### config.mk
export PLATFORM = sky130hd
export DESIGN_NAME = chunked_adder_acc
export DESIGN_NICKNAME = d
export VERILOG_FILES = /design/src/rtl/chunked_adder_acc.sv
export SDC_FILE = /design/constraint.sdc
export NUM_CORES = 1
export LEC_CHECK = 0
export ABC_AREA = 1
export CORE_MARGIN = 2
export CORE_UTILIZATION = 55
export DETAILED_ROUTE_END_ITERATION = 12
export PLACE_DENSITY = 0.93
export RECOVER_POWER = 25
export SYNTH_ARGS = -nofsm -noshare
export SYNTH_HDL_FRONTEND = slang
export SYNTH_SLANG_ARGS = --single-unit
### constraint.sdc
create_clock -name clk -period 2.6 [get_ports clk]
set_input_delay 0.52 -clock clk [delete_from_list [all_inputs] [get_ports clk]]
set_output_delay 0.52 -clock clk [all_outputs]
set_load 0.02 [all_outputs]
### src/rtl/chunked_adder_acc.sv
`default_nettype none
// ============================================================================
// Module   : chunked_adder_acc
// Brief    : Multi-cycle ripple-carry adder/subtractor with accumulator,
//            CHUNK bits per clock, lowest chunk first.
// Revision : 1.0 - initial release
// ============================================================================
module chunked_adder_acc #(
  parameter int WIDTH = 12,
  parameter int CHUNK = 3
) (
  input  logic             clk,
  input  logic             rst_n,
  input  logic             in_valid,
  output logic             in_ready,
  input  logic [WIDTH-1:0] a,
  input  logic [WIDTH-1:0] b,
  input  logic             cin,
  input  logic [1:0]       mode,
  output logic             out_valid,
  output logic [WIDTH-1:0] sum,
  output logic             cout,
  output logic             ovf,
  output logic [WIDTH-1:0] acc
);

  localparam int c_NCH = WIDTH / CHUNK;
  localparam int c_KW  = (c_NCH > 1) ? $clog2(c_NCH) : 1;

  localparam logic [1:0] c_S_IDLE = 2'd0;
  localparam logic [1:0] c_S_RUN  = 2'd1;
  localparam logic [1:0] c_S_DONE = 2'd2;

  localparam logic [1:0] c_M_ADD = 2'b00;
  localparam logic [1:0] c_M_SUB = 2'b01;
  localparam logic [1:0] c_M_ACC = 2'b10;
  localparam logic [1:0] c_M_CLR = 2'b11;

  localparam logic [c_KW-1:0] c_K_LAST = c_KW'(c_NCH - 1);

  logic [1:0]       r_state;
  logic [WIDTH-1:0] r_opa;
  logic [WIDTH-1:0] r_opb;
  logic             r_carry;
  logic             r_is_acc;
  logic [c_KW-1:0]  r_k;
  logic [WIDTH-1:0] r_part;

  logic [CHUNK-1:0] w_ca;
  logic [CHUNK-1:0] w_cb;
  logic [CHUNK:0]   w_cs;
  logic             w_cmsb;
  logic [WIDTH-1:0] w_part_next;

  // Operands shift right one chunk per cycle, so the active chunk is always the LSBs.
  assign w_ca = r_opa[CHUNK-1:0];
  assign w_cb = r_opb[CHUNK-1:0];
  assign w_cs = {1'b0, w_ca} + {1'b0, w_cb} + {{CHUNK{1'b0}}, r_carry};

  // Carry into the top bit of this chunk, recovered from the sum bit and its operands.
  assign w_cmsb = w_cs[CHUNK-1] ^ w_ca[CHUNK-1] ^ w_cb[CHUNK-1];

  generate
    if (c_NCH == 1) begin : g_part_single
      assign w_part_next = w_cs[CHUNK-1:0];
    end else begin : g_part_shift
      assign w_part_next = {w_cs[CHUNK-1:0], r_part[WIDTH-1:CHUNK]};
    end
  endgenerate

  assign in_ready = (r_state == c_S_IDLE);

  always_ff @(posedge clk) begin
    if (!rst_n) begin
      r_state   <= c_S_IDLE;
      r_opa     <= '0;
      r_opb     <= '0;
      r_carry   <= 1'b0;
      r_is_acc  <= 1'b0;
      r_k       <= '0;
      r_part    <= '0;
      out_valid <= 1'b0;
      sum       <= '0;
      cout      <= 1'b0;
      ovf       <= 1'b0;
      acc       <= '0;
    end else begin
      out_valid <= 1'b0;
      case (r_state)
        c_S_IDLE: begin
          if (in_valid) begin
            if (mode == c_M_CLR) begin
              acc <= '0;
            end else begin
              r_opa    <= a;
              r_opb    <= (mode == c_M_SUB) ? ~b : ((mode == c_M_ACC) ? acc : b);
              r_carry  <= (mode == c_M_SUB) ? 1'b1 : cin;
              r_is_acc <= (mode == c_M_ACC);
              r_k      <= '0;
              r_part   <= '0;
              r_state  <= c_S_RUN;
            end
          end
        end
        c_S_RUN: begin
          r_opa   <= r_opa >> CHUNK;
          r_opb   <= r_opb >> CHUNK;
          r_carry <= w_cs[CHUNK];
          r_part  <= w_part_next;
          r_k     <= r_k + c_KW'(1);
          if (r_k == c_K_LAST) begin
            sum       <= w_part_next;
            cout      <= w_cs[CHUNK];
            ovf       <= w_cmsb ^ w_cs[CHUNK];
            out_valid <= 1'b1;
            r_state   <= c_S_DONE;
            if (r_is_acc) begin
              acc <= w_part_next;
            end
          end
        end
        c_S_DONE: begin
          r_state <= c_S_IDLE;
        end
        default: begin
          r_state <= c_S_IDLE;
        end
      endcase
    end
  end

endmodule
`default_nettype wire

# Yosys cells after proc, flatten, opt, wreduce, memory -nomap -nowiden
# Cells that the tools add are included.
# Widths: inputs -> output; s select.
word_totals:
  register_bits: 69
  latch_bits: 0
  ramBits: 0
  mem_bits_ro: 0
  inputBits: 30
  output_inout_bits: 28
  word_cells: 66
  mem_count: 0
classes:
  addsub: 3
  multipliers: 0
  n_div: 0
  order_cmp: 0
  n_eq_ne: 10
  n_shift: 0
  n_mux: 28
  n_bitwise: 5
  n_reduce_logical: 8
op_table:
  columns: ["cell", "n"]
  rows:
  - ["$mux 12", 12]
  - ["$pmux 12 s2", 4]
  - ["$not 12->12", 1]
  - ["$mux 2", 5]
  - ["$reduce_and 3->1", 3]
  - ["$ne 2x2->1 const B", 4]
  - ["$pmux 2 s2", 2]
  - ["$eq 2x2->1 const B", 3]
  - ["$reduce_and 5->1", 1]
  - ["$add 3x3->4", 1]
  - ["$add 4x1->4", 1]
  - ["$eq 2x1->1 const B", 2]
  - ["$mux 1", 4]
  - ["$reduce_and 2->1", 2]
  - ["$xor 1x1->1", 3]
  - ["$add 2x1->2 const B", 1]
  - ["$logic_not 2->1", 1]
  - ["$ne 2x1->1 const B", 1]
  - ["$pmux 1 s2", 1]
  - ["$reduce_bool 2->1", 1]
  - ["$not 1->1", 1]

# Depth between registers and ports, before layout
depth:
  ltp_word: 6
  ltp_mapped: 12
  ltp_nobuf: 12

# Worst setup path before layout
# Ideal clock, no wire load.
synth_path:
  kind: "reg2reg"
  start: "reg r_opa[0]"
  end: "reg r_part[10]"
  t_arrival_ps: 1528
  setup_slack_ps: 1002
  stages_incl_launch_ff: 7
  path_buffers: 0
  path_cell_list: "dfxtp_1 > fa_1 > inv_1 > fa_1 > nor2_1 > o21ai_0 > a21oi_1"
synth_via:
  elab_chain_len: 3
synth_rtl:
  columns: ["element", "line_no", "rtl"]
  rows:
  - ["start, declared", "42", "logic [WIDTH-1:0] r_opa;"]
  - ["start signal, assigned", "106", "r_opa <= r_opa >> CHUNK;"]
  - ["$add 3x3->4", "58", "assign w_cs = {1'b0, w_ca} + {1'b0, w_cb} + {{CHUNK{1'b0}}, r_carry};"]
  - ["$add 4x1->4", "58", null]
  - ["$pmux 12 s2", "89", "case (r_state)"]
  - ["end signal, assigned", "109", "r_part <= w_part_next;"]
  - ["end, declared", "47", "logic [WIDTH-1:0] r_part;"]
# No other way between the ends.
# A chain may end at the register's enable or synchronous reset.

# Worst setup path in the final report
layout_path:
  start: "reg r_state[1]"
  end: "out in_ready"
layout_via:
  elab_chain_len: 1
layout_rtl:
  columns: ["element", "line_no", "rtl"]
  rows:
  - ["start, declared", "41", "logic [1:0] r_state;"]
  - ["start signal, assigned", "75", "r_state <= c_S_IDLE;"]
  - ["start signal, assigned", "101", "r_state <= c_S_RUN;"]
  - ["start signal, assigned", "116", "r_state <= c_S_DONE;"]
  - ["$logic_not 2->1", "71", "assign in_ready = (r_state == c_S_IDLE);"]
  - ["end, declared", "15", "output logic in_ready,"]
# No other way between the ends.

==> results.cfg <==
[layout]
instances_no_fill = 596
multiInputGateArea_um2 = 1430
register_area_um2 = 1320
diodes = 0
final_cell_mix = nand2_1, dfxtp_1, inv_1
area_delta_synth_final_pct = 26.7
layout-drive-gt1-share_pct = 4.96
nets = 554
fillers = 430
final_common_cell = nand2_1

[placed_design]
io_buffers = 57
post-dp-hpwl_um = 5420
dp_cells = 580
gp_congestion = 0.853

[sta]
drv_slew = 0
max_slew_margin_pct = 51.0
setup_violations = 0
fin_crit_sh_pct = 79.4
hold_viol_final = 0
tns_ns = 0
rsz0062_at_grt = false
skew_ns = 0.0129
clock.fmax_mhz = 484
worst_slew_pin_slew_ns = 0.734
fin_crit_ns = 2.07
whs_ns = 0.464

[routing]
ant_nets = 0
first_pass_iters = 5
num_vias = 3154
drc = 0
drt_iter0_markers = 207
routed_wl_um = 7950
wl_per_cell_um = 13.3
drt-vias-per-instance = 5.29

[flow_run]
drv_cap = 0

[floorplanning]
dieArea_um2 = 6270
die_h_um = 79.2
fp.coreArea_um2 = 5470
fp.dieW_um = 79.2
rows = 27
initial_core_util_pct = 56.8
ios = 58

[min_path]
worstHoldPathCells = 2
hp-class = flip-flop to flip-flop
min_to = r_opa[3]
hold_path_startpoint = r_opa[6]

[pwr]
peakVddDrop_mv = 0.467
totalPowerFinal_w = 0.00253
p_leak_nw = 1.80
p_per_area_nw_per_um2 = 642

[clock_tree]
cts_tree = built
cts_sinks = 66
cts_hold_buf = 0
cts_root_buf = clkbuf_8
cts-resized-gates = 0
post_cts_buffers = 0
clk_pin_slew_ns = 0.08
cts_made_buffers = 9
h-tree-depth = 3
cts_max_path_buffers = 2
clkLatencyLatePin_ns = 0.35

[setup_path]
cp_data_required_time_ns = 2.08
worst-r2r-setup-slack_ns = 0.62
reg2reg_to = r_part[10]
r2r.worst_path.cells = 6
path_class = flip-flop to primary output
cp-end-kind = primary output
crit_arrival_ns = 1.55
r2r_start = r_state[1]
start_kind = flip-flop
cp_max_fo = 4

[yosys]
seq_area_frac_synth_pct = 42.5
syn_avg_cell_area_um2 = 6.62
synth_seq_cells = 66
yosys_warnings = 0
syn_area_um2 = 3110
syn_nets = 504
syn_inst = 469
synth_cell_type_count = 24

[global_route]
gr-total-overflow = 0
grt_pass1_vias = 2927
grt_max_degree = 26
grt_pass1_wl_um = 13200
groute.usage.overall_pct = 27.1
antenna_found_initial = 0

[status]
status = finished clean
## synthesized netlist by cell type
master    count  area [um^2]
nand2_1     154          578
dfxtp_1      66         1320
inv_1        60          225
nor2_1       45          169
o21ai_0      31          155
nand3_1      30          150
a21oi_1      26          130
buf_2        12         60.1
a31oi_1       9         56.3
clkbuf_1      8         30.0
o21a_1        5         37.5
o21ai_1       4         20.0
ha_1          3         37.5
buf_4         2         15.0
fa_1          2         40.0
inv_2         2         7.51
nand2_2       2         12.5
o211ai_1      2         15.0
a211oi_1      1         7.51
buf_1         1         3.75
buf_6         1         11.3
nor2_2        1         6.26
nor2_4        1         11.3
or2_2         1         6.26
## layout make-up
type / instances / share of cell area [%]
multi-input cells: 317 / 36.4
flip-flops and latches: 66 / 33.6
repair buffers: 63 / 15.6
inverters: 62 / 5.91
clock buffers: 10 / 3.24
clock inverters: 6 / 2.93
well taps: 72 / 2.29
## worst max-delay path, stage by stage (launching register included)
cell,delay (ns)
dfxtp_1,0.35
nor2_2,0.21
clkdlybuf4s50_1,0.64
## cell families after synthesis
family	Yosys count	synth area share [%]
AOI/OAI and AO/OA	78	13.6
adders and majority gates	5	2.50
buffers and inverters	86	11.4
DFF	66	42.5
and+or+nand+nor	234	30.0
## report_power, final
| group | internal (W) | switching (W) | leakage [nW] |
|---|---|---|---|
| Clock | 0.000640 | 0.000409 | 0.117 |
| Combinational | 0.000151 | 0.000228 | 1.14 |
| Sequential | 0.00106 | 0.0000347 | 0.539 |
## state kept, by name, indices dropped and copies added, names as in the netlist, 2 cells and up
| signal | count |
|---|---|
| acc | 12 |
| r_k | 2 |
| r_opa | 12 |
| r_opb | 12 |
| r_part | 9 |
| r_state | 2 |
| sum | 12 |
## worst max path at each step
stage,start,to,slack [ns],cells after the start
2_1_floorplan,r_opa[0],r_part[10],1.00,6
3_3_place_gp,mode[0],r_is_acc,0.58,6
3_5_place_dp,mode[0],r_is_acc,0.51,6
4_1_cts,r_state[1],in_ready,0.52,2
5_1_grt,r_state[1],r_part[10],0.44,6
6_report,r_state[1],in_ready,0.53,2
## through the flow
step | instance area, um^2 | setup WS [ns] | util (%)
2_1_floorplan | 3110 | 1.00 | -
5_1_grt | 3940 | 0.436 | 71.9
4_1_cts | 3940 | 0.524 | 71.9
6_report | 3940 | 0.535 | 71.9
3_3_place_gp | 3690 | 0.580 | 67.5
3_5_place_dp | 3690 | 0.509 | 67.5
## layer usage
layer	wire length (um)	share of wire, %	track usage [%]
met4	285	3.6	14.7
met2	3820	48	45.4
met1	3290	41	33.2
met5	0	0	0
met3	543	6.8	4.55
(Power assumes the default switching activity.)
